$ cat src/rtl/div_pipe.sv
// div_pipe: pipelined unsigned restoring divider.
// N (WN bits) / D (WD bits) -> Q (WN bits), R (WD bits), one quotient bit
// per stage, MSB first. A new operation may enter every clock.
//
// Handshake: in_valid marks N/D as an operation on the cycle it is sampled;
// out_valid marks Q/R/dz as a finished result. There is no ready and no
// stall: every sampled cycle, valid or bubble, advances one stage per clock,
// and Q/R/dz carry meaningless bubble contents whenever out_valid is 0.
module div_pipe #(
  parameter int WN = 8,
  parameter int WD = 4
) (
  input  logic          clk,
  input  logic          rst,
  input  logic          in_valid,
  input  logic [WN-1:0] N,
  input  logic [WD-1:0] D,
  output logic          out_valid,
  output logic [WN-1:0] Q,
  output logic [WD-1:0] R,
  output logic          dz
);

  // Per-stage registers, index 0 is the input register stage. The partial
  // remainder is always < D, so its MSB is never stored.
  logic [WN-1:0] v_q;
  logic [WN-1:0] dz_q;
  logic [WN-1:0] n_q   [0:WN-1];
  logic [WD-1:0] d_q   [0:WN-1];
  logic [WN-1:0] qt_q  [0:WN-1];
  logic [WD-1:0] rem_q [0:WN-1];

  // Per-stage combinational results; stage i resolves quotient bit WN-i.
  logic [WD:0]   t      [1:WN];
  logic [WN:1]   ge;
  logic [WD-1:0] rem_nx [1:WN];
  logic [WN-1:0] q_nx   [1:WN];

  // Restoring step: shift in the next dividend bit, subtract D if it fits.
  always_comb begin
    for (int i = 1; i <= WN; i++) begin
      t[i]      = {rem_q[i-1], n_q[i-1][WN-i]};
      ge[i]     = (t[i] >= {1'b0, d_q[i-1]});
      // Result is < D whenever a subtraction happens, so WD-bit wrap is exact.
      rem_nx[i] = ge[i] ? (t[i][WD-1:0] - d_q[i-1]) : t[i][WD-1:0];
      q_nx[i]   = qt_q[i-1];
      q_nx[i][WN-i] = ge[i];
    end
  end

  // Pipeline registers and output stage; async reset drops all in-flight work.
  always_ff @(posedge clk or posedge rst) begin
    if (rst) begin
      v_q  <= '0;
      dz_q <= '0;
      for (int i = 0; i < WN; i++) begin
        n_q[i]   <= '0;
        d_q[i]   <= '0;
        qt_q[i]  <= '0;
        rem_q[i] <= '0;
      end
      out_valid <= 1'b0;
      Q         <= '0;
      R         <= '0;
      dz        <= 1'b0;
    end else begin
      // Stage 0: capture the operation; divide-by-zero is decided here.
      v_q[0]   <= in_valid;
      n_q[0]   <= N;
      d_q[0]   <= D;
      dz_q[0]  <= (D == '0);
      qt_q[0]  <= '0;
      rem_q[0] <= '0;
      for (int i = 1; i < WN; i++) begin
        v_q[i]   <= v_q[i-1];
        dz_q[i]  <= dz_q[i-1];
        n_q[i]   <= n_q[i-1];
        d_q[i]   <= d_q[i-1];
        qt_q[i]  <= q_nx[i];
        rem_q[i] <= rem_nx[i];
      end
      // Last stage writes straight into the outputs; D==0 forces Q=all ones, R=0.
      out_valid <= v_q[WN-1];
      dz        <= dz_q[WN-1];
      Q         <= dz_q[WN-1] ? '1 : q_nx[WN];
      R         <= dz_q[WN-1] ? '0 : rem_nx[WN];
    end
  end

endmodule

$ cat config.mk
export PLATFORM = sky130hd
export DESIGN_NAME = div_pipe
export DESIGN_NICKNAME = d
export VERILOG_FILES = /design/src/rtl/div_pipe.sv
export SDC_FILE = /design/constraint.sdc
export NUM_CORES = 1
export LEC_CHECK = 0
export ABC_CLOCK_PERIOD_IN_PS = 5100
export CORE_ASPECT_RATIO = 0.7
export CORE_MARGIN = 5
export CORE_UTILIZATION = 53
export CTS_CLUSTER_DIAMETER = 150
export DETAILED_ROUTE_END_ITERATION = 7
export PLACE_DENSITY_LB_ADDON = 0.05
export SYNTH_ARGS = -nofsm -noshare
export SYNTH_HDL_FRONTEND = slang
export SYNTH_SLANG_ARGS = --single-unit
export TNS_END_PERCENT = 100
$ cat constraint.sdc
create_clock -name clk -period 5.1 [get_ports clk]
set_input_delay 0.765 -clock clk [delete_from_list [all_inputs] [get_ports clk]]
set_output_delay 0.765 -clock clk [all_outputs]
set_load 0.02 [all_outputs]
==> flow_metrics.py <==
metrics = {
    "synth": {
        "synth_async_sr_flop_share": 1.00,
        "synthesis.yosys.warnings": 0,
        "synth_seq_cells": 154,
        "yosys_most_used_dff": "sky130_fd_sc_hd__dfrtp_1",
        "post_synth_num_cell_types": 35,
        "synth_seq_area_share": 0.697,
        "post_synth_inst_count": 365,
        "synthesis.area_sq_um": 5530,
        "post_synth_edffs": 0,
        "postSynthNetCount": 417,
        "mean_syn_cell_area_sq_um": 15.2,
    },
    "detailed_routing": {
        "routed_wl_mm": 7.97,
        "drt-vias-per-instance": 4.85,
        "route.antenna.remaining_nets": 0,
        "drt_pre_antenna_iters": 4,
        "detail_route.wl_per_cell_um": 14.3,
        "detail_route.drc_violations": 0,
        "vias_after_detailed_routing": 2702,
        "detail_route.iter0.violations": 105,
    },
    "clock_tree": {
        "post_cts_resized": 0,
        "h-tree-depth": 4,
        "cts-buffers-inserted": 17,
        "cts_post_setup_buffers_inserted": 0,
        "clkSinkCount": 154,
        "clock_slew_seen_by_the_registers_of_the_worst_setup_and_hold_paths_ns": 0.06,
        "clock_latency_at_the_later_pin_of_the_worst_skew_pair_ns": 0.41,
        "clock-root-buffer": "sky130_fd_sc_hd__clkbuf_16",
        "cts_tree": "built",
        "post_cts_hold_buffer_count": 0,
        "clk_path_buf_depth": 2,
    },
    "power_and_ir_drop": {
        "vdd_drop_max_mv": 0.252,
        "static-leakage-power_nw": 3.13,
        "power-per-cell-area_nw_per_um2": 544,
    },
    "setup_path": {
        "worstSetupStartpointType": "flop",
        "timing.critical_path.buf_inv": 1,
        "worst_r2r_startpoint": "d_q[19]$_DFF_PP0_",
        "worstPathArrival_ns": 1.34,
        "path_class": "flop to output port",
        "cp_data_required_time_ns": 4.34,
        "crit_cells": 1,
        "reg2reg_depth": 6,
        "critPathMaxStageDelay_ns": 0.60,
        "critPathSlowestCell": "sky130_fd_sc_hd__clkdlybuf4s50_1",
        "timing.critical_path.cells": "clkdlybuf4s50_1",
        "worst-path-max-fanout": 1,
        "cp-startpoint": "out_valid$_DFF_PP0_",
        "end_kind": "output port",
        "path_delay_family": "buffers and inverters",
    },
    "sta": {
        "rsz0062_at_grt": "no",
        "worst_case_headroom_to_the_max_slew_limit": 0.516,
        "post-route-period-util": 0.414,
        "timing_worst_slew_pin_value_ns": 0.726,
        "final_hold_violations": 0,
        "timing.final.crit_period_ns": 2.11,
        "totalNegativeSetupSlack_ns": 0,
        "setup-violations-final": 0,
        "clock_skew_ns": 0.00754,
        "finalHoldWorstSlack_ns": 0.346,
        "fmax_mhz": 474,
        "final-max-slew-violation-count": 0,
    },
    "final_layout": {
        "register_area_sq_um": 3850,
        "n_fill_cell": 731,
        "final_core_utilization": 0.642,
        "multi_input_comb_area_sq_um": 1500,
        "area_delta_synth_final_pct": 19.3,
        "nNetsFinal": 465,
        "antenna_cells": 0,
        "proportion_of_layout_cells_with_a_drive_suffix_above_1": 0.144,
    },
    "floorplanning": {
        "dieArea_sq_um": 12600,
        "die_h_um": 95.5,
        "floorplan.initialDensity": 0.538,
        "io_pins": 29,
        "die_width_um": 132,
        "fp-row-count": 31,
        "core_footprint_sq_um": 10300,
    },
    "global_routing": {
        "grt_pass1_wl_mm": 14.1,
        "first_global_vias": 2875,
        "gr-usage-met3": 0.0517,
        "grt_overflow": 0,
        "grt_use_total": 0.148,
        "met2_usage": 0.205,
        "antenna_found_initial": 0,
        "grt_max_degree": 87,
        "grt.met1_usage": 0.209,
        "global_route.peak_usage_layer": "met1",
    },
    "hold_path": {
        "timing.hold.worst.start": "q_nx[15]$_DFF_PP0_",
        "timing.hold.worst_path_depth": 0,
        "hold_path.class": "flop to flop",
    },
    "run_status": {
        "status": "complete, no violations",
    },
    "placed_design": {
        "detailedPlacementHpwl_mm": 5.44,
        "gp_congestion": 0.795,
        "placement.io_buffers": 28,
    },
    "job": {
        "maxCapViolations": 0,
    },
}
## placed cells by master, fill, tap and decap left out, types with 7 or more instances in the layout
master / synthesis / layout
sky130_fd_sc_hd__inv_1: 46 / 45
sky130_fd_sc_hd__mux2_2: 7 / 7
sky130_fd_sc_hd__dfrtp_1: 154 / 154
sky130_fd_sc_hd__o21ai_0: 9 / 9
sky130_fd_sc_hd__or2_2: 8 / 8
sky130_fd_sc_hd__clkdlybuf4s50_1: 0 / 28
sky130_fd_sc_hd__ha_1: 30 / 30
sky130_fd_sc_hd__mux2i_1: 12 / 12
sky130_fd_sc_hd__nor2b_1: 9 / 9
sky130_fd_sc_hd__fa_1: 7 / 7
sky130_fd_sc_hd__nor2_1: 9 / 9
sky130_fd_sc_hd__clkbuf_16: 0 / 17
## synth_stat cells (all sizes together), types with 7 or more instances
cell type	n	share of area
mux2	9	0.020
ha	30	0.068
fa	7	0.025
inv	46	0.031
dfrtp	154	0.70
nor2	9	0.0061
nor2b	9	0.010
or2	8	0.0091
mux2i	12	0.022
o21ai	12	0.011
## cells by family (layout without fill, tap and decap cells)
group / Yosys count / in the layout / share of synthesized area
AOI/OAI and AO/OA: 34 / 34 / 0.0514
xor gates and xnor gates: 7 / 7 / 0.0111
adders and majority gates: 37 / 37 / 0.0932
buffers and inverters: 47 / 107 / 0.0319
DFF: 154 / 154 / 0.697
muxes: 21 / 21 / 0.0414
and+or+nand+nor: 65 / 65 / 0.0742
## stage by stage
| stage | instance area, sq um | setup slack (ns) | instances | power (mW) |
|---|---|---|---|---|
| finish | 6600 | 2.99 | 557 | 3.59 |
| global placement | 5990 | 2.78 | 526 | 2.33 |
| floorplan | 5530 | 0.185 | 365 | 2.13 |
| global route | 6600 | 2.92 | 557 | 3.80 |
| CTS | 6600 | 2.95 | 557 | 3.64 |
| detailed placement | 5990 | 2.76 | 526 | 2.35 |
## registers in the layout, summed over array words and instances (netlist names)
signal     count
dz             1
dz_q           8
rem_q         28
v_q            8
n_q           36
out_valid      1
Q              8
R              4
q_nx          28
d_q           32
## path summary, 6_finish.rpt
kind / to / slack (ns)
worst max-delay path: out_valid / 2.99
worst min-delay path: q_nx[7]$_DFF_PP0_ / 0.35
worst max register to register: rem_q[14]$_DFF_PP0_ / 3.20
worst min register to register: q_nx[7]$_DFF_PP0_ / 0.35
max in group asynchronous: d_q[17]$_DFF_PP0_ / 3.26
min in group asynchronous: n_q[56]$_DFF_PP0_ / 0.85
## routing by layer
metal	routed length (um)	share of wire
met1	4170	0.52
met2	3350	0.42
met3	325	0.041
met4	131	0.016
met5	0	0
## power breakdown
group          leakage [nW]  internal, mW  total, mW  switching [mW]
Sequential             1.83          1.43       1.53          0.0914
Combinational          1.01         0.395      0.796           0.401
Clock                 0.292         0.787       1.27           0.484
## cell type report
| type | instances | area share |
|---|---|---|
| flip-flops and latches | 154 | 0.584 |
| clock buffers | 19 | 0.0671 |
| clock inverters | 12 | 0.0250 |
| inverters | 46 | 0.0269 |
| repair buffers | 30 | 0.0447 |
| multi-input cells | 164 | 0.227 |
| well taps | 132 | 0.0250 |
Power figures use the tool's default switching activity.
